### src/rtl/sssp_sched_pkg.sv
// Shared types, widths and helpers for the SSSP iteration scheduler.
package sssp_sched_pkg;

  localparam int PAR_NUM      = 32;
  localparam int PAR_NUM_W    = 5;
  localparam int ADDR_W       = 32;
  localparam int LEN_W        = 24;
  localparam int BURST        = 8;
  localparam int BURST_W      = 4;
  localparam int ITER_W       = 16;
  localparam int MAX_ITER_DEF = 64;
  localparam int EDGE_SHIFT   = 3;

  typedef enum logic [2:0] {
    ST_IDLE     = 3'd0,
    ST_SC_ISSUE = 3'd1,
    ST_SC_DRAIN = 3'd2,
    ST_GA_ISSUE = 3'd3,
    ST_GA_WAIT  = 3'd4,
    ST_CHECK    = 3'd5,
    ST_FIN      = 3'd6
  } sched_state_e;

  // Words in the next request: whatever is left of the partition, capped at one burst.
  function automatic logic [BURST_W-1:0] min_beats(input logic [LEN_W-1:0] len,
                                                   input logic [LEN_W-1:0] off);
    logic [LEN_W-1:0] rem_s;
    rem_s = len - off;
    if (rem_s > LEN_W'(BURST)) begin
      min_beats = BURST_W'(BURST);
    end else begin
      min_beats = rem_s[BURST_W-1:0];
    end
  endfunction

endpackage

### src/rtl/sssp_iter_sched_if.sv
// Edge-memory read channel and gather/apply handshake of the iteration scheduler.
interface sssp_iter_sched_if;
  import sssp_sched_pkg::*;

  logic                 rd_req_valid;
  logic                 rd_req_ready;
  logic [ADDR_W-1:0]    rd_req_addr;
  logic [BURST_W-1:0]   rd_req_beats;
  logic                 rdata_valid;
  logic                 ga_start;
  logic [PAR_NUM_W-1:0] ga_par;
  logic                 ga_done;
  logic                 upd_any;

  modport master (
    output rd_req_valid, rd_req_addr, rd_req_beats, ga_start, ga_par,
    input  rd_req_ready, rdata_valid, ga_done, upd_any
  );

  modport slave (
    input  rd_req_valid, rd_req_addr, rd_req_beats, ga_start, ga_par,
    output rd_req_ready, rdata_valid, ga_done, upd_any
  );
endinterface

### src/rtl/sssp_par_cfg_tab.sv
// Per-partition edge-list base/length table: one write port, one combinational read port.
module sssp_par_cfg_tab
  import sssp_sched_pkg::*;
(
  input  logic                 clk,
  input  logic                 rst,
  input  logic                 we,
  input  logic [PAR_NUM_W-1:0] wr_par,
  input  logic [ADDR_W-1:0]    wr_base,
  input  logic [LEN_W-1:0]     wr_len,
  input  logic [PAR_NUM_W-1:0] rd_par,
  output logic [ADDR_W-1:0]    rd_base,
  output logic [LEN_W-1:0]     rd_len
);

  logic [ADDR_W-1:0] base_r [PAR_NUM];
  logic [LEN_W-1:0]  len_r  [PAR_NUM];

  // Table storage; reset empties every partition.
  always_ff @(posedge clk) begin
    if (!rst) begin
      for (int i = 0; i < PAR_NUM; i++) begin
        base_r[i] <= ADDR_W'(0);
        len_r[i]  <= LEN_W'(0);
      end
    end else if (we) begin
      base_r[wr_par] <= wr_base;
      len_r[wr_par]  <= wr_len;
    end
  end

  assign rd_base = base_r[rd_par];
  assign rd_len  = len_r[rd_par];

endmodule

### src/rtl/sssp_iter_sched.sv
// Scatter/gather iteration scheduler for the SSSP edge-centric engine.
// Optional performance counters are built when SSSP_SCHED_PERF_CNT_EN is defined.
module sssp_iter_sched
  import sssp_sched_pkg::*;
#(
  parameter int MAX_ITER = MAX_ITER_DEF
) (
  input  logic                 clk,
  input  logic                 rst,
  input  logic                 start,
  input  logic                 cfg_we,
  input  logic [PAR_NUM_W-1:0] cfg_par,
  input  logic [ADDR_W-1:0]    cfg_base,
  input  logic [LEN_W-1:0]     cfg_len,
  sssp_iter_sched_if.master    bus,
  output logic                 busy,
  output logic                 done,
  output logic                 converged,
  output logic [ITER_W-1:0]    iter_cnt,
  output logic                 err_overrun
`ifdef SSSP_SCHED_PERF_CNT_EN
  ,
  output logic [31:0]          perf_sc_cycles,
  output logic [31:0]          perf_ga_cycles,
  output logic [31:0]          perf_stall_cycles
`endif
);

  sched_state_e state_r, state_nxt_s;

  logic [PAR_NUM_W-1:0] p_r;
  logic [LEN_W-1:0]     off_r, ret_r;
  logic [ITER_W-1:0]    iter_r;
  logic                 start_q_r, upd_seen_r, converged_r, err_r;

  logic [ADDR_W-1:0]    base_s;
  logic [LEN_W-1:0]     len_s;
  logic [BURST_W-1:0]   beats_s;
  logic [ITER_W:0]      iter_inc_s;
  logic start_rise_s, req_fire_s, issue_last_s, in_sc_s, beat_ok_s;
  logic updated_s, cont_s, p_last_s, sc_adv_s, ga_adv_s, req_valid_s;

  sssp_par_cfg_tab u_cfg_tab (
    .clk     (clk),
    .rst     (rst),
    .we      (cfg_we),
    .wr_par  (cfg_par),
    .wr_base (cfg_base),
    .wr_len  (cfg_len),
    .rd_par  (p_r),
    .rd_base (base_s),
    .rd_len  (len_s)
  );

  assign start_rise_s = start & ~start_q_r & (state_r == ST_IDLE);
  assign p_last_s     = (p_r == PAR_NUM_W'(PAR_NUM - 1));
  assign beats_s      = min_beats(len_s, off_r);
  assign req_valid_s  = (state_r == ST_SC_ISSUE) && (len_s != LEN_W'(0));
  assign req_fire_s   = req_valid_s & bus.rd_req_ready;
  assign issue_last_s = req_fire_s && ((off_r + LEN_W'(beats_s)) == len_s);
  assign in_sc_s      = (state_r == ST_SC_ISSUE) || (state_r == ST_SC_DRAIN);
  // Beats may land while requests are still being issued; anything past len is an overrun.
  assign beat_ok_s    = bus.rdata_valid & in_sc_s & (ret_r < len_s);
  assign updated_s    = upd_seen_r | bus.upd_any;
  assign iter_inc_s   = {1'b0, iter_r} + (ITER_W+1)'(1'b1);
  assign cont_s       = updated_s && (iter_inc_s < (ITER_W+1)'(MAX_ITER));

  // Outputs decode registered state only, so no input reaches an output combinationally.
  assign bus.rd_req_valid = req_valid_s;
  assign bus.rd_req_addr  = req_valid_s ? (base_s + (ADDR_W'(off_r) << EDGE_SHIFT)) : ADDR_W'(0);
  assign bus.rd_req_beats = req_valid_s ? beats_s : BURST_W'(0);
  assign bus.ga_start     = (state_r == ST_GA_ISSUE);
  assign bus.ga_par       = (state_r == ST_IDLE) ? PAR_NUM_W'(0) : p_r;
  assign busy             = (state_r != ST_IDLE);
  assign done             = (state_r == ST_FIN);
  assign converged        = converged_r;
  assign iter_cnt         = iter_r;
  assign err_overrun      = err_r;

  // FSM state register.
  always_ff @(posedge clk) begin
    if (!rst) begin
      state_r <= ST_IDLE;
    end else begin
      state_r <= state_nxt_s;
    end
  end

  // Next-state decode plus partition-advance strobes.
  always_comb begin
    state_nxt_s = state_r;
    sc_adv_s    = 1'b0;
    ga_adv_s    = 1'b0;
    case (state_r)
      ST_IDLE: begin
        if (start_rise_s) state_nxt_s = ST_SC_ISSUE;
        else              state_nxt_s = ST_IDLE;
      end
      ST_SC_ISSUE: begin
        if (len_s == LEN_W'(0)) begin
          sc_adv_s    = 1'b1;
          state_nxt_s = p_last_s ? ST_GA_ISSUE : ST_SC_ISSUE;
        end else if (issue_last_s) begin
          state_nxt_s = ST_SC_DRAIN;
        end else begin
          state_nxt_s = ST_SC_ISSUE;
        end
      end
      ST_SC_DRAIN: begin
        if (ret_r == len_s) begin
          sc_adv_s    = 1'b1;
          state_nxt_s = p_last_s ? ST_GA_ISSUE : ST_SC_ISSUE;
        end else begin
          state_nxt_s = ST_SC_DRAIN;
        end
      end
      ST_GA_ISSUE: state_nxt_s = ST_GA_WAIT;
      ST_GA_WAIT: begin
        if (bus.ga_done) begin
          ga_adv_s    = 1'b1;
          state_nxt_s = p_last_s ? ST_CHECK : ST_GA_ISSUE;
        end else begin
          state_nxt_s = ST_GA_WAIT;
        end
      end
      ST_CHECK: begin
        if (cont_s) state_nxt_s = ST_SC_ISSUE;
        else        state_nxt_s = ST_FIN;
      end
      ST_FIN:  state_nxt_s = ST_IDLE;
      default: state_nxt_s = ST_IDLE;
    endcase
  end

  // Partition walk, burst offsets, returned-beat count, iteration and status flags.
  always_ff @(posedge clk) begin
    if (!rst) begin
      start_q_r   <= 1'b0;
      p_r         <= PAR_NUM_W'(0);
      off_r       <= LEN_W'(0);
      ret_r       <= LEN_W'(0);
      iter_r      <= ITER_W'(0);
      upd_seen_r  <= 1'b0;
      converged_r <= 1'b0;
      err_r       <= 1'b0;
    end else begin
      start_q_r <= start;
      if (bus.rdata_valid && !beat_ok_s) err_r <= 1'b1;
      if (start_rise_s) begin
        p_r         <= PAR_NUM_W'(0);
        off_r       <= LEN_W'(0);
        ret_r       <= LEN_W'(0);
        iter_r      <= ITER_W'(0);
        upd_seen_r  <= 1'b0;
        converged_r <= 1'b0;
      end else begin
        // p wraps to 0 after the last partition of each phase.
        if (sc_adv_s) begin
          p_r   <= p_r + PAR_NUM_W'(1'b1);
          off_r <= LEN_W'(0);
          ret_r <= LEN_W'(0);
        end else begin
          if (ga_adv_s)   p_r   <= p_r + PAR_NUM_W'(1'b1);
          if (req_fire_s) off_r <= off_r + LEN_W'(beats_s);
          if (beat_ok_s)  ret_r <= ret_r + LEN_W'(1'b1);
        end
        if (state_r == ST_CHECK) begin
          iter_r     <= iter_inc_s[ITER_W-1:0];
          upd_seen_r <= 1'b0;
          if (!cont_s) converged_r <= !updated_s;
        end else if (bus.upd_any && (state_r != ST_IDLE) && (state_r != ST_FIN)) begin
          upd_seen_r <= 1'b1;
        end
      end
    end
  end

`ifdef SSSP_SCHED_PERF_CNT_EN
  logic in_ga_s, stall_s;
  assign in_ga_s = (state_r == ST_GA_ISSUE) || (state_r == ST_GA_WAIT);
  assign stall_s = req_valid_s & ~bus.rd_req_ready;

  function automatic logic [31:0] sat_inc(input logic [31:0] v, input logic en);
    if (en && (v != 32'hFFFF_FFFF)) sat_inc = v + 32'd1;
    else                            sat_inc = v;
  endfunction

  // Saturating phase/stall cycle counters, cleared per run.
  always_ff @(posedge clk) begin
    if (!rst || start_rise_s) begin
      perf_sc_cycles    <= 32'd0;
      perf_ga_cycles    <= 32'd0;
      perf_stall_cycles <= 32'd0;
    end else begin
      perf_sc_cycles    <= sat_inc(perf_sc_cycles, in_sc_s);
      perf_ga_cycles    <= sat_inc(perf_ga_cycles, in_ga_s);
      perf_stall_cycles <= sat_inc(perf_stall_cycles, stall_s);
    end
  end
`endif

endmodule

### src/flat_wrapper.sv
// flat-port wrapper written by rule: the top's interface ports become plain ports
module sssp_iter_sched_flat import sssp_sched_pkg::*;
#(
  parameter int MAX_ITER = MAX_ITER_DEF
)
  (clk, rst, start, cfg_we, cfg_par, cfg_base, cfg_len, busy, done, converged, iter_cnt, err_overrun, bus_rd_req_valid, bus_rd_req_addr, bus_rd_req_beats, bus_ga_start, bus_ga_par, bus_rd_req_ready, bus_rdata_valid, bus_ga_done, bus_upd_any);
  sssp_iter_sched_if bus_i ();
  input  logic clk;
  input  logic rst;
  input  logic start;
  input  logic cfg_we;
  input  logic [PAR_NUM_W-1:0] cfg_par;
  input  logic [ADDR_W-1:0] cfg_base;
  input  logic [LEN_W-1:0] cfg_len;
  output logic busy;
  output logic done;
  output logic converged;
  output logic [ITER_W-1:0] iter_cnt;
  output logic err_overrun;
  output wire logic [$bits(bus_i.rd_req_valid)-1:0] bus_rd_req_valid;
  output wire logic [$bits(bus_i.rd_req_addr)-1:0] bus_rd_req_addr;
  output wire logic [$bits(bus_i.rd_req_beats)-1:0] bus_rd_req_beats;
  output wire logic [$bits(bus_i.ga_start)-1:0] bus_ga_start;
  output wire logic [$bits(bus_i.ga_par)-1:0] bus_ga_par;
  input wire logic [$bits(bus_i.rd_req_ready)-1:0] bus_rd_req_ready;
  input wire logic [$bits(bus_i.rdata_valid)-1:0] bus_rdata_valid;
  input wire logic [$bits(bus_i.ga_done)-1:0] bus_ga_done;
  input wire logic [$bits(bus_i.upd_any)-1:0] bus_upd_any;
  assign bus_rd_req_valid = bus_i.rd_req_valid;
  assign bus_rd_req_addr = bus_i.rd_req_addr;
  assign bus_rd_req_beats = bus_i.rd_req_beats;
  assign bus_ga_start = bus_i.ga_start;
  assign bus_ga_par = bus_i.ga_par;
  assign bus_i.rd_req_ready = bus_rd_req_ready;
  assign bus_i.rdata_valid = bus_rdata_valid;
  assign bus_i.ga_done = bus_ga_done;
  assign bus_i.upd_any = bus_upd_any;
  sssp_iter_sched #(.MAX_ITER(MAX_ITER)) u_core (.clk(clk), .rst(rst), .start(start), .cfg_we(cfg_we), .cfg_par(cfg_par), .cfg_base(cfg_base), .cfg_len(cfg_len), .bus(bus_i), .busy(busy), .done(done), .converged(converged), .iter_cnt(iter_cnt), .err_overrun(err_overrun));
endmodule
### config.mk
export PLATFORM = sky130hd
export DESIGN_NAME = sssp_iter_sched_flat
export DESIGN_NICKNAME = d
export VERILOG_FILES = /design/src/rtl/sssp_sched_pkg.sv /design/src/rtl/sssp_iter_sched_if.sv /design/src/rtl/sssp_par_cfg_tab.sv /design/src/rtl/sssp_iter_sched.sv /design/src/flat_wrapper.sv
export SDC_FILE = /design/constraint.sdc
export NUM_CORES = 2
export LEC_CHECK = 0
export CELL_PAD_IN_SITES_DETAIL_PLACEMENT = 0
export CELL_PAD_IN_SITES_GLOBAL_PLACEMENT = 1
export CORE_MARGIN = 3
export CORE_UTILIZATION = 40
export DETAILED_ROUTE_END_ITERATION = 16
export PLACE_DENSITY = 0.67
export SETUP_SLACK_MARGIN = 0.15
export SYNTH_ARGS = -nofsm -noshare
export SYNTH_HDL_FRONTEND = slang
export SYNTH_HIERARCHICAL = 1
export SYNTH_SLANG_ARGS = --single-unit
### constraint.sdc
create_clock -name clk -period 8.05 [get_ports clk]
set_input_delay 2.415 -clock clk [delete_from_list [all_inputs] [get_ports clk]]
set_output_delay 2.415 -clock clk [all_outputs]
set_load 0.01 [all_outputs]
# Word-level counts from Yosys, hierarchy flattened
# Memory sizes are Yosys's and may differ from the RTL's. A register that Yosys moved wholly into a read port is not among the register bits.
# Index checks and enable logic that the tools add are counted.
# totals
register_bits	76
ram_bits	1792
inputBits	69
output_inout_bits	63
word_cells	93
n_memories	2
# classes
n_addsub	6
order_cmp	3
n_eq_ne	10
muxes	34
n_bitwise	9
n_reduce_logical	20
# memory_table
name	words	width	read_ports	rd_clocked_by_memory_dff	wr	line	rtl
u_core.u_cfg_tab.base_r	32	32	1	1	32	sssp_par_cfg_tab.sv:16	logic [ADDR_W-1:0] base_r [PAR_NUM];
u_core.u_cfg_tab.len_r	32	24	1	1	32	sssp_par_cfg_tab.sv:17	logic [LEN_W-1:0] len_r [PAR_NUM];
# op_table
cell	count
$mux W32	2
$eq A24 B24 Y1	2
$mux W5	9
$add A32 B27 Y32	1
$reduce_or A32 Y1	1
$add A24 B1 Y24 const B	1
$add A24 B4 Y24	1
$gt A24 B4 Y1 const B	1
$logic_not A24 Y1	1
$lt A24 B24 Y1	1
$mux W24	1
$reduce_bool A24 Y1	1
$reduce_or A24 Y1	1
$sub A24 B24 Y24	1
$pmux W3 S6	1
$add A16 B1 Y17 const B	1
$lt A17 B7 Y1 const B	1
$mux W3	5
$mux W1	11
$eq A3 B3 Y1 const B	3
$mux W4	2
$eq A3 B2 Y1 const B	2
$logic_and A1 B1 Y1	6
$reduce_or A3 Y1	2
other kinds (16)	24

# Longest topological paths before layout
# logic_depth
depth_word	9
ltp_mapped	35
ltp_nobuf	31

# Cells and area by module
# Netlist, hierarchy kept.
# by_module_without_submodules
module	instances	cells_each	area_per_inst_um2	seq_area_each_um2
sssp_par_cfg_tab	1	6057	82215.1	53811.6
sssp_iter_sched	1	1065	7846.3	1521.5

# Worst setup path before layout
# Ideal clock, no wire load.
# synth_timing
path_kind	in2reg
startpoint	in cfg_par[1]
endpoint	mem u_core.u_cfg_tab.base_r[24][0], enable pin
setup_ns	0.548
t_arrival_ns	7.028
required_ns	7.502
slack_ns	0.475
cell_stages	4
n_path_buf	2
cell_sequence	or3_1 > buf_2 > buf_6 > o21ai_0
# synth_lines
item	line	rtl
start: declaration	flat_wrapper.sv:12	input logic [PAR_NUM_W-1:0] cfg_par;
end: declaration	sssp_par_cfg_tab.sv:16	

==> results.md <==
* Max_cap viols at 0
* DIE AREA at 231,000 µm²
* Worst r2r dst: u_core/state_r[1]
* M2 GR Usage at 42.7%
* Seq/Total Area, Yosys at 61.4%
* DRC at 0
* Vias after detailed routing at 59,600
* Family with the most delay on the worst path: buffers and inverters
* Critical Path RT at 5640 ps
* WL final at 309 mm
* Hold_sp: u_core/err_overrun
* CP dominant cell by count: buf_4
* CTS clk-pin slew, worst paths at 60 ps
* Cts bufs inserted at 205
* RR Startpoint: u_core/p_r[1]
* Fin. Hold Viols at 0
* Root buffer cell: clkbuf_16
* Antenna-violating nets left at 0
* Grt total ovfl at 0
* Via/cell ratio at approximately 5.7
* Layout cell share with drive strength beyond 1 at about 14%
* Leading area contributor after synthesis: edfxtp_1
* Mapped Nets at 7,272
* Detailed Place HPWL at 182 mm
* Detail-routed net length per standard cell at 29.3 µm
* H-Tree Depth at 4
* Pre-antenna DRT Iters at 5
* Avg Cell Area, Syn at roughly 13 µm²
* Vias in the first global route at 58,800
* Worst-Skew Late Latency at 900 ps
* Top achievable clock speed at 119 MHz
* Critical path capture point type: output port
* Synth cell types at 72
* Die Y at 481 µm
* Count of state elements after synthesis at between 1,500 and 2,000
* Hold Buf Count CTS at 0
* Cell area after synthesis at 90,100 µm²
* Worst-path maximum fanout at 8
* Largest cells by area after synthesis: edfxtp_1 (60%), and2_1 (13%), mux2i_1 (10%)
* Starting Density at 40.4%
* Num ports at 132
* Multi-input logic area at 33,400 µm²
* CP arrival at 5960 ps
* DP Area at 97,000 µm²
* Antenna violations before repair at 37
* Die W at 481 µm
* Yosys top cell area share at 59.7%
* Core Util, Final at 47.7%
* Final min period at 8370 ps
* RSZ-0062 raised after global routing: yes
* Static Leakage at 0.0363 µW
* Busiest layer in global routing: met2
* Register Area at about 55,000 µm²
* First-pass GRT wire length at about 440 mm
* Port Buf Inserts at 131
* Failing checks: negative setup slack
* Area Growth Syn to Fin at 18.3%
* GRT met1 Usage at 35.9%
* Final worst path period share at 104%
* Post-Synthesis Cells at 7,122
* Status: finished, violations left
* R2r worst-path depth at 40
* Iter 0 DRT Violations at ~6,400
* Worst-path cell with the longest stage delay: or4_4
* FP Rows at 173
* Reg2reg setup slack at -100 ps
* Clock sink count at between 1,500 and 2,000
* Final hold slack at roughly 490 ps
* Hold endpoint: u_core/err_overrun
* Synth Flop Type: edfxtp_1
* Largest net degree at the start of global routing at 64
* Worst slew pin tran at 1400 ps
* Peak supply drop at roughly 0.00026 V
* Fin. max-slew vios at 0
* TritonCTS clock tree: done
* Max-slew headroom at 6.56%
* Kind of critical path: register to output port
* Crit path buf inv count at 14
* CTS max path bufs at 3
* Yosys warns at 6
* GRT Overall Usage at 26.3%
* Gp weighted congestion at 0.902
* Final cell area excluding filler cells at 107,000 µm²
* Fraction of registers with async set or reset after synthesis at 0%
* Startpoint class of the critical path: register
* Setup ws final at -320 ps
* # nets final at between 7,000 and 8,000
* Hold WC Path Type: register to register
* Core Area at 223,000 µm²
* Power per standard cell area at 203 nW/µm²
* Setup Skew at approximately 78 ps
* Final-layout fill cell count at 19,500
* Global-route track usage on met3 at 4.40%
* Worst path max stage delay at between 500 and 600 ps
* Hold path cells at 2
* Number of flops mapped to enable cells by yosys at 1,792
* Final setup vio count at 12
## sequential cells by signal, indices dropped and copies added, names as in the netlist
name                     flops
u_core/converged             1
u_core/u_cfg_tab/base_r   1024
u_core/u_cfg_tab/len_r     768
u_core/off_r                24
u_core/upd_seen_r            1
u_core/ret_r                24
u_core/state_r               3
u_core/p_r                   5
u_core/iter_cnt             16
u_core/start_q_r             1
u_core/err_overrun           1
## repair_timing
| item | 4_1_cts | 5_1_grt |
|---|---|---|
| pin swaps | 54 | 41 |
| resized for setup | 234 | 98 |
| gates cloned | 23 | 4 |
| setup endpoints to repair | 34 | 35 |
| buffers inserted | 66 | 33 |
## layer usage
layer	part of all wire (%)	vias to the layer above
met5	0.020	-
met4	3.5	10
met3	8.7	534
met2	47	2716
met1	41	30300
li1	-	26100
## how the worst max path moves through the flow
stage / endpoint / cells past startpoint / slack (ps) / start
global route: bus_rd_req_beats[2] / 26 / -460 / u_core/p_r[1]
global placement: bus_rd_req_addr[31] / 26 / -910 / u_core/p_r[2]
detailed placement: bus_rd_req_addr[31] / 26 / -860 / u_core/p_r[2]
floorplan: u_core/u_cfg_tab/base_r[24][0] / 4 / 470 / cfg_par[1]
CTS: bus_rd_req_beats[0] / 27 / -300 / u_core/p_r[1]
finish: bus_rd_req_beats[0] / 28 / -320 / u_core/p_r[1]
## cells in the mapped netlist (4+ instances only)
cell / instances
buf_2: 119
a22oi_1: 170
ha_1: 78
nand2_1: 246
nand4_1: 21
buf_6: 11
buf_4: 20
a31oi_1: 70
nor4_1: 15
nand3_1: 203
o31ai_1: 5
a211oi_1: 9
o21a_1: 17
edfxtp_1: 1792
a2111oi_0: 8
and2_1: 1810
dfxtp_1: 76
a22o_1: 112
or4_1: 4
mux2i_1: 906
o221a_2: 4
o211ai_1: 7
nand3b_1: 6
and4_1: 8
xor2_1: 51
a21o_1: 20
nor3_1: 88
nor2_1: 176
nor2b_1: 15
nor3b_1: 5
clkbuf_2: 64
xnor2_1: 64
nand2b_1: 14
o21bai_1: 4
clkbuf_1: 389
o21ai_0: 77
buf_1: 26
o2111ai_1: 5
inv_1: 62
or3_1: 20
a21oi_1: 237
and3_1: 34
or2_2: 7
## final cells by class
cell class | count | share of cell area (%)
antenna | 20 | 0.0470
tap | 2975 | 3.49
sequential | 1868 | 51.9
inverter | 62 | 0.218
clock inverter | 107 | 0.914
timing repair buffer | 675 | 6.88
multi-input combinational | 4563 | 31.4
clock buffer | 265 | 5.12
## worst min-delay path, delay by kind of cell (launching register included)
| kind | cells | cell delay, ps |
|---|---|---|
| flops | 1 | 320 |
| simple gates | 1 | 90 |
| compound gates | 1 | 40 |
## cells by family after synthesis
logic type,synth area share (%)
DFF,61.4
and+or+nand+nor,17.2
xor gates and xnor gates,1.14
buffers and inverters,3.31
adders and majority gates,1.15
AOI/OAI and AO/OA,5.69
muxes,10.1
## placed cells by master, fill, tap and decap left out, types with 49 or more instances in the layout
master / n
a21oi_1: 225
a22o_1: 112
a22oi_1: 167
and2_1: 1809
buf_12: 73
buf_4: 401
clkbuf_1: 51
clkbuf_16: 210
clkdlybuf4s50_1: 112
clkinv_1: 49
dfxtp_1: 73
edfxtp_1: 1792
ha_1: 58
inv_1: 62
mux2i_1: 894
nand2_1: 242
nand3_1: 185
nor2_1: 139
nor3_1: 67
xnor2_1: 62
## metrics by stage
| stage | std cells | TNS, ps | setup slack (ps) | power, µW |
|---|---|---|---|---|
| after floorplan | 7122 | 0 | 475 | 12100 |
| after global placement | 10000 | -2190 | -912 | 12700 |
| after detailed placement | 10000 | -2160 | -864 | 12700 |
| after CTS | 10500 | -3030 | -303 | 21800 |
| after global routing | 10500 | -4310 | -462 | 22300 |
| final | 10500 | -2230 | -320 | 21600 |
## power by group
part	total [µW]	leakage, µW	switching, µW	internal [µW]
registers	11300	0.0177	134	11100
logic	1310	0.0155	903	405
clock network	9070	0.00311	4000	5070
total	21600	0.0363	5030	16600
Note: power is estimated with default switching activity, not from simulation.
